File: config.mk
export PLATFORM = sky130hd
export DESIGN_NAME = dro_pulse_driver
export DESIGN_NICKNAME = d
export VERILOG_FILES = /design/src/rtl/dro_pulse_driver.sv
export SDC_FILE = /design/constraint.sdc
export NUM_CORES = 1
export LEC_CHECK = 0
export ABC_AREA = 1
export BUFFER_PORTS_ARGS = -buffer_cell sky130_fd_sc_hd__buf_2
export CAP_MARGIN = 5
export CELL_PAD_IN_SITES_DETAIL_PLACEMENT = 1
export CELL_PAD_IN_SITES_GLOBAL_PLACEMENT = 1
export CORE_ASPECT_RATIO = 0.5
export CORE_MARGIN = 3
export CORE_UTILIZATION = 45
export DETAILED_ROUTE_END_ITERATION = 8
export HOLD_SLACK_MARGIN = 0.03
export PLACE_DENSITY_LB_ADDON = 0.1
export SLEW_MARGIN = 20
export SYNTH_ARGS = -nofsm -noshare
export SYNTH_HDL_FRONTEND = slang
export SYNTH_SLANG_ARGS = --single-unit
export TNS_END_PERCENT = 50
File: constraint.sdc
create_clock -name clk -period 4.85 [get_ports clk]
set_clock_uncertainty 0.1 [all_clocks]
set_input_delay 0.97 -clock clk [delete_from_list [all_inputs] [get_ports clk]]
set_output_delay 0.97 -clock clk [all_outputs]
set_load 0.005 [all_outputs]
File: src/rtl/dro_pulse_driver.sv
// Serialises a word into DRO data/readout pulse pairs and reassembles the DRO echoes.
// Optional loopback compare is enabled with `define DRO_LOOPBACK_CHK_EN.
module dro_pulse_driver #(
  parameter int WIDTH     = 8,
  parameter int SETUP_CYC = 3,
  parameter int HOLD_CYC  = 2,
  parameter int OUT_WIN   = 4
) (
  input  logic             clk,
  input  logic             rst_n,
  input  logic [WIDTH-1:0] tx_data,
  input  logic             tx_valid,
  output logic             tx_ready,
  output logic             d_pulse,
  output logic             clk_pulse,
  input  logic             dro_out,
  output logic [WIDTH-1:0] rx_data,
  output logic             rx_valid,
  output logic             busy,
  output logic             err_extra,
  output logic             mismatch
);

  localparam int WAIT_CYC = (OUT_WIN > HOLD_CYC) ? OUT_WIN : HOLD_CYC;
  localparam int MAX_A    = (SETUP_CYC > WAIT_CYC) ? SETUP_CYC : WAIT_CYC;
  localparam int CNT_MAX  = (MAX_A > WIDTH) ? MAX_A : WIDTH;
  localparam int CW       = $clog2(CNT_MAX + 1);

  localparam logic [CW-1:0] SETUP_LAST = CW'(SETUP_CYC - 1);
  localparam logic [CW-1:0] WAIT_LAST  = CW'(WAIT_CYC - 1);
  localparam logic [CW-1:0] WIN_LEN    = CW'(OUT_WIN);
  localparam logic [CW-1:0] BIT_LAST   = CW'(WIDTH - 1);

  typedef enum logic [2:0] {
    S_IDLE, S_DATA, S_SETUP, S_CLOCK, S_WAIT, S_DONE
  } state_t;

  state_t           state, state_nxt;
  logic [CW-1:0]    cnt, cnt_nxt;
  logic [CW-1:0]    bit_idx, bit_nxt;
  logic [WIDTH-1:0] tx_shift, tx_shift_nxt;
  logic [WIDTH-1:0] rx_shift, rx_shift_nxt;
  logic             hit, hit_nxt;
  logic             in_win, sample, stray, accept;

  assign tx_ready = (state == S_IDLE);
  assign accept   = tx_ready && tx_valid;
  assign in_win   = (state == S_WAIT) && (cnt < WIN_LEN);
  assign sample   = hit || (in_win && dro_out);
  // Any DRO output outside a sample window (including DONE and late WAIT) is stray.
  assign stray    = dro_out && !in_win;

  always_comb begin
    state_nxt    = state;
    cnt_nxt      = cnt;
    bit_nxt      = bit_idx;
    tx_shift_nxt = tx_shift;
    rx_shift_nxt = rx_shift;
    hit_nxt      = hit;
    case (state)
      S_IDLE: begin
        if (tx_valid) begin
          state_nxt    = S_DATA;
          tx_shift_nxt = tx_data;
          rx_shift_nxt = '0;
          bit_nxt      = '0;
        end
      end
      S_DATA: begin
        state_nxt = S_SETUP;
        cnt_nxt   = '0;
        hit_nxt   = 1'b0;
      end
      S_SETUP: begin
        if (cnt == SETUP_LAST) state_nxt = S_CLOCK;
        else                   cnt_nxt   = cnt + CW'(1);
      end
      S_CLOCK: begin
        state_nxt = S_WAIT;
        cnt_nxt   = '0;
      end
      S_WAIT: begin
        hit_nxt = sample;
        if (cnt == WAIT_LAST) begin
          // Received bits enter at the MSB so that bit 0 ends up at the LSB.
          rx_shift_nxt            = rx_shift >> 1;
          rx_shift_nxt[WIDTH-1]   = sample;
          if (bit_idx == BIT_LAST) begin
            state_nxt = S_DONE;
          end else begin
            state_nxt    = S_DATA;
            bit_nxt      = bit_idx + CW'(1);
            tx_shift_nxt = tx_shift >> 1;
          end
        end else begin
          cnt_nxt = cnt + CW'(1);
        end
      end
      S_DONE:  state_nxt = S_IDLE;
      default: state_nxt = S_IDLE;
    endcase
  end

  always_ff @(posedge clk or negedge rst_n) begin
    if (!rst_n) begin
      state    <= S_IDLE;
      cnt      <= '0;
      bit_idx  <= '0;
      tx_shift <= '0;
      rx_shift <= '0;
      hit      <= 1'b0;
    end else begin
      state    <= state_nxt;
      cnt      <= cnt_nxt;
      bit_idx  <= bit_nxt;
      tx_shift <= tx_shift_nxt;
      rx_shift <= rx_shift_nxt;
      hit      <= hit_nxt;
    end
  end

  // Pulse outputs are registered from the next state so they line up with it.
  always_ff @(posedge clk or negedge rst_n) begin
    if (!rst_n) begin
      d_pulse   <= 1'b0;
      clk_pulse <= 1'b0;
      busy      <= 1'b0;
      rx_valid  <= 1'b0;
      rx_data   <= '0;
      err_extra <= 1'b0;
    end else begin
      d_pulse   <= (state_nxt == S_DATA) && tx_shift_nxt[0];
      clk_pulse <= (state_nxt == S_CLOCK);
      busy      <= (state_nxt inside {S_DATA, S_SETUP, S_CLOCK, S_WAIT});
      rx_valid  <= (state_nxt == S_DONE);
      if (state_nxt == S_DONE) rx_data <= rx_shift_nxt;
      if (stray)       err_extra <= 1'b1;
      else if (accept) err_extra <= 1'b0;
    end
  end

`ifdef DRO_LOOPBACK_CHK_EN
  logic [WIDTH-1:0] tx_word;

  always_ff @(posedge clk or negedge rst_n) begin
    if (!rst_n) begin
      tx_word  <= '0;
      mismatch <= 1'b0;
    end else if (accept) begin
      tx_word  <= tx_data;
      mismatch <= 1'b0;
    end else if (state_nxt == S_DONE) begin
      mismatch <= (rx_shift_nxt != tx_word);
    end
  end
`else
  assign mismatch = 1'b0;
`endif

endmodule

==> results.py <==
metrics = {
    "status": {
        "status": "complete, no violations",
    },
    "timing": {
        "worstMarginPinSlew_ns": 0.896,
        "min_period_over_period": 0.461,
        "grt_setup_unrepaired": "false",
        "maxSlewHeadroom": 0.403,
        "fin_tns_setup_ns": 0,
        "maxSlewViolCount": 0,
        "period_minus_slack_ns": 2.24,
        "hold_violations": 0,
        "timing.fmax_mhz": 447,
        "setup_viol": 0,
    },
    "critical_path": {
        "crit_buf_inv": 2,
        "regToRegStartpoint": "bit_idx[0]",
        "critPathMaxFanout": 4,
        "startpoint": "state[1]",
        "crit_path_max_incr_delay_ns": 0.45,
        "cpLargestDelayFamily": "flip-flops",
        "critPathLaunchType": "register",
        "slowest_stage": "dfrtp_1",
        "cp.arrival_ns": 1.17,
        "critPathCaptureType": "primary output",
        "cp_cell_sequence": "nor2_4, nand2_1, inv_1, buf_2",
        "critPathKind": "reg2out",
        "crit_required_ns": 3.78,
    },
    "clock_tree": {
        "postCtsHoldBufs": 0,
        "cts.sinks": 40,
        "clkTransAtPathRegs_ns": 0.08,
        "cts_tree": "yes",
        "clockBufferDepth": 2,
        "cts_made_buffers": 5,
        "cts-root-buf": "clkbuf_8",
        "post-cts-setup-buffers": 0,
        "insertion_delay_ns": 0.30,
        "cts_resized": 0,
        "htree_levels": 2,
    },
    "global_route": {
        "antenna_found_initial": 0,
        "grt_pass1_vias": 1580,
        "globalRouteOverflowTotal": 0,
        "grt_use_total": 0.194,
        "grt_start_max_net_pins": 41,
        "grt_pass1_wl_um": 7600,
    },
    "synthesis": {
        "synth_top_area_share": 0.530,
        "synth.distinct_cells": 30,
        "synth_top_area_cell": "dfrtp_1",
        "syn_area_per_cell_um2": 8.63,
        "synth-edff-count": 0,
        "yosysMostFrequentCell": "nand2_1",
        "syn_inst": 219,
        "synthTopCellsByArea": "dfrtp_1, nand2_1, nand3_1, inv_1, ha_1",
        "ys_seq_area_frac": 0.530,
        "synth_nets": 234,
        "synth_seq_cells": 40,
        "yosys-top-cells-count": "nand2_1, dfrtp_1, nand3_1",
        "synth_area_um2": 1890,
        "async_flop_share": 1.00,
        "ys.flop_type": "dfrtp_1",
        "yosysWarnings": 0,
    },
    "die": {
        "start_util": 0.508,
        "fp.dieH_um": 51.8,
        "ios": 27,
        "die_width_um": 97.6,
        "rows": 15,
        "dieArea_um2": 5060,
        "core_um2": 3720,
    },
    "power": {
        "ir_drop_mv": 0.216,
        "power_per_cell_area_nw_per_um2": 295,
        "leakagePower_nw": 1.17,
    },
    "detailed_routing": {
        "vias": 1501,
        "ant_nets": 0,
        "drt-initial-drc-count": 38,
        "totalWireLength_um": 4280,
        "dr.pass1.iters": 4,
        "wire_per_inst_um": 14.3,
        "via_per_inst": 5.00,
        "drc": 0,
    },
    "placed_design": {
        "dp_hpwl_um": 3160,
        "place.gp.congestion": 0.748,
        "placed_cells": 292,
        "place.port_buffers": 25,
    },
    "cells_and_area": {
        "syn2layout_area_growth_pct": 14.6,
        "regArea_um2": 1000,
        "antenna-diode-count": 0,
        "layout-drive-gt1-share": 0.213,
        "fin_cells": 300,
        "multiInputGateArea_um2": 778,
        "fin_nets": 263,
        "nFillCells": 458,
    },
    "worst_hold_path": {
        "hold_start": "rx_data[1]",
        "hold_class": "reg2reg",
    },
    "run": {
        "drv_cap": 0,
    },
}
==> cell type report <==
class / instances / area share
clock inverter: 2 / 0.0179
sequential: 40 / 0.462
multi-input combinational: 157 / 0.359
clock buffer: 6 / 0.0381
tap: 51 / 0.0295
timing repair buffer: 25 / 0.0578
inverter: 19 / 0.0352
==> cell families after synthesis <==
family          after synthesis  synth area share
simple gates                137             0.335
flops                        40             0.530
buf+inv                      22            0.0583
compound gates               15            0.0503
fa+ha+maj                     3            0.0199
xor+xnor                      1           0.00464
other cells                   1           0.00198
==> registers in the layout, indices dropped and copies added, names as in the netlist <==
name	flops
clk_pulse	1
cnt	4
tx_shift	7
d_pulse	1
bit_idx	4
rx_valid	1
state	3
busy	1
rx_shift	8
hit	1
err_extra	1
rx_data	8
==> worst reg2reg max path, stage by stage, from the launching register on <==
cell and delay, ns:
dfrtp_1 0.43, ha_1 0.23, nand2_1 0.06, inv_1 0.05, nand2_1 0.20, nand2_1 0.10
nand2_2 0.11, nand2_2 0.18, inv_1 0.18, nand2_1 0.07, o21ai_1 0.08
==> layer usage <==
metal	up-vias	track usage	wire [um]
met4	0	0.0345	26
met1	736	0.249	2050
met3	5	0.0535	145
met5	-	0	0
met2	22	0.339	2060
li1	738	-	-
==> path summary, 6_finish.rpt <==
kind                         endpoint  slack (ns)  depth (start not counted)
max                          tx_ready        2.61                          4
min                        rx_data[1]        0.38                          2
max reg2reg                bit_idx[3]        3.00                         10
min reg2reg                rx_data[1]        0.38                          2
max in group asynchronous  bit_idx[2]        3.40                          1
min in group asynchronous      cnt[3]        0.70                          1
==> stage by stage <==
stage               hold slack (ns)  setup WS [ns]   util  area [um^2]  power, mW
floorplan                     0.338           3.08      -         1890      0.343
global placement              0.356           2.82  0.550         2040      0.354
detailed placement            0.360           2.77  0.550         2040      0.355
CTS                           0.386           2.59  0.583         2170      0.647
global route                  0.422           2.52  0.583         2170      0.665
finish                        0.381           2.61  0.583         2170      0.639
==> cells in the final DEF, fill, tap and decap left out, types with 3 or more instances in the layout <==
master,count
nand2_1,92
buf_2,25
clkbuf_8,6
ha_1,3
inv_1,14
nor2_1,10
inv_2,3
dfrtp_1,40
nand2_2,5
o21ai_0,3
nand3_1,17
o21ai_1,7
==> power breakdown <==
group | internal, mW | switching (mW)
Sequential | 0.334 | 0.000531
Combinational | 0.00357 | 0.00890
Clock | 0.168 | 0.124
(Power assumes the default switching activity.)
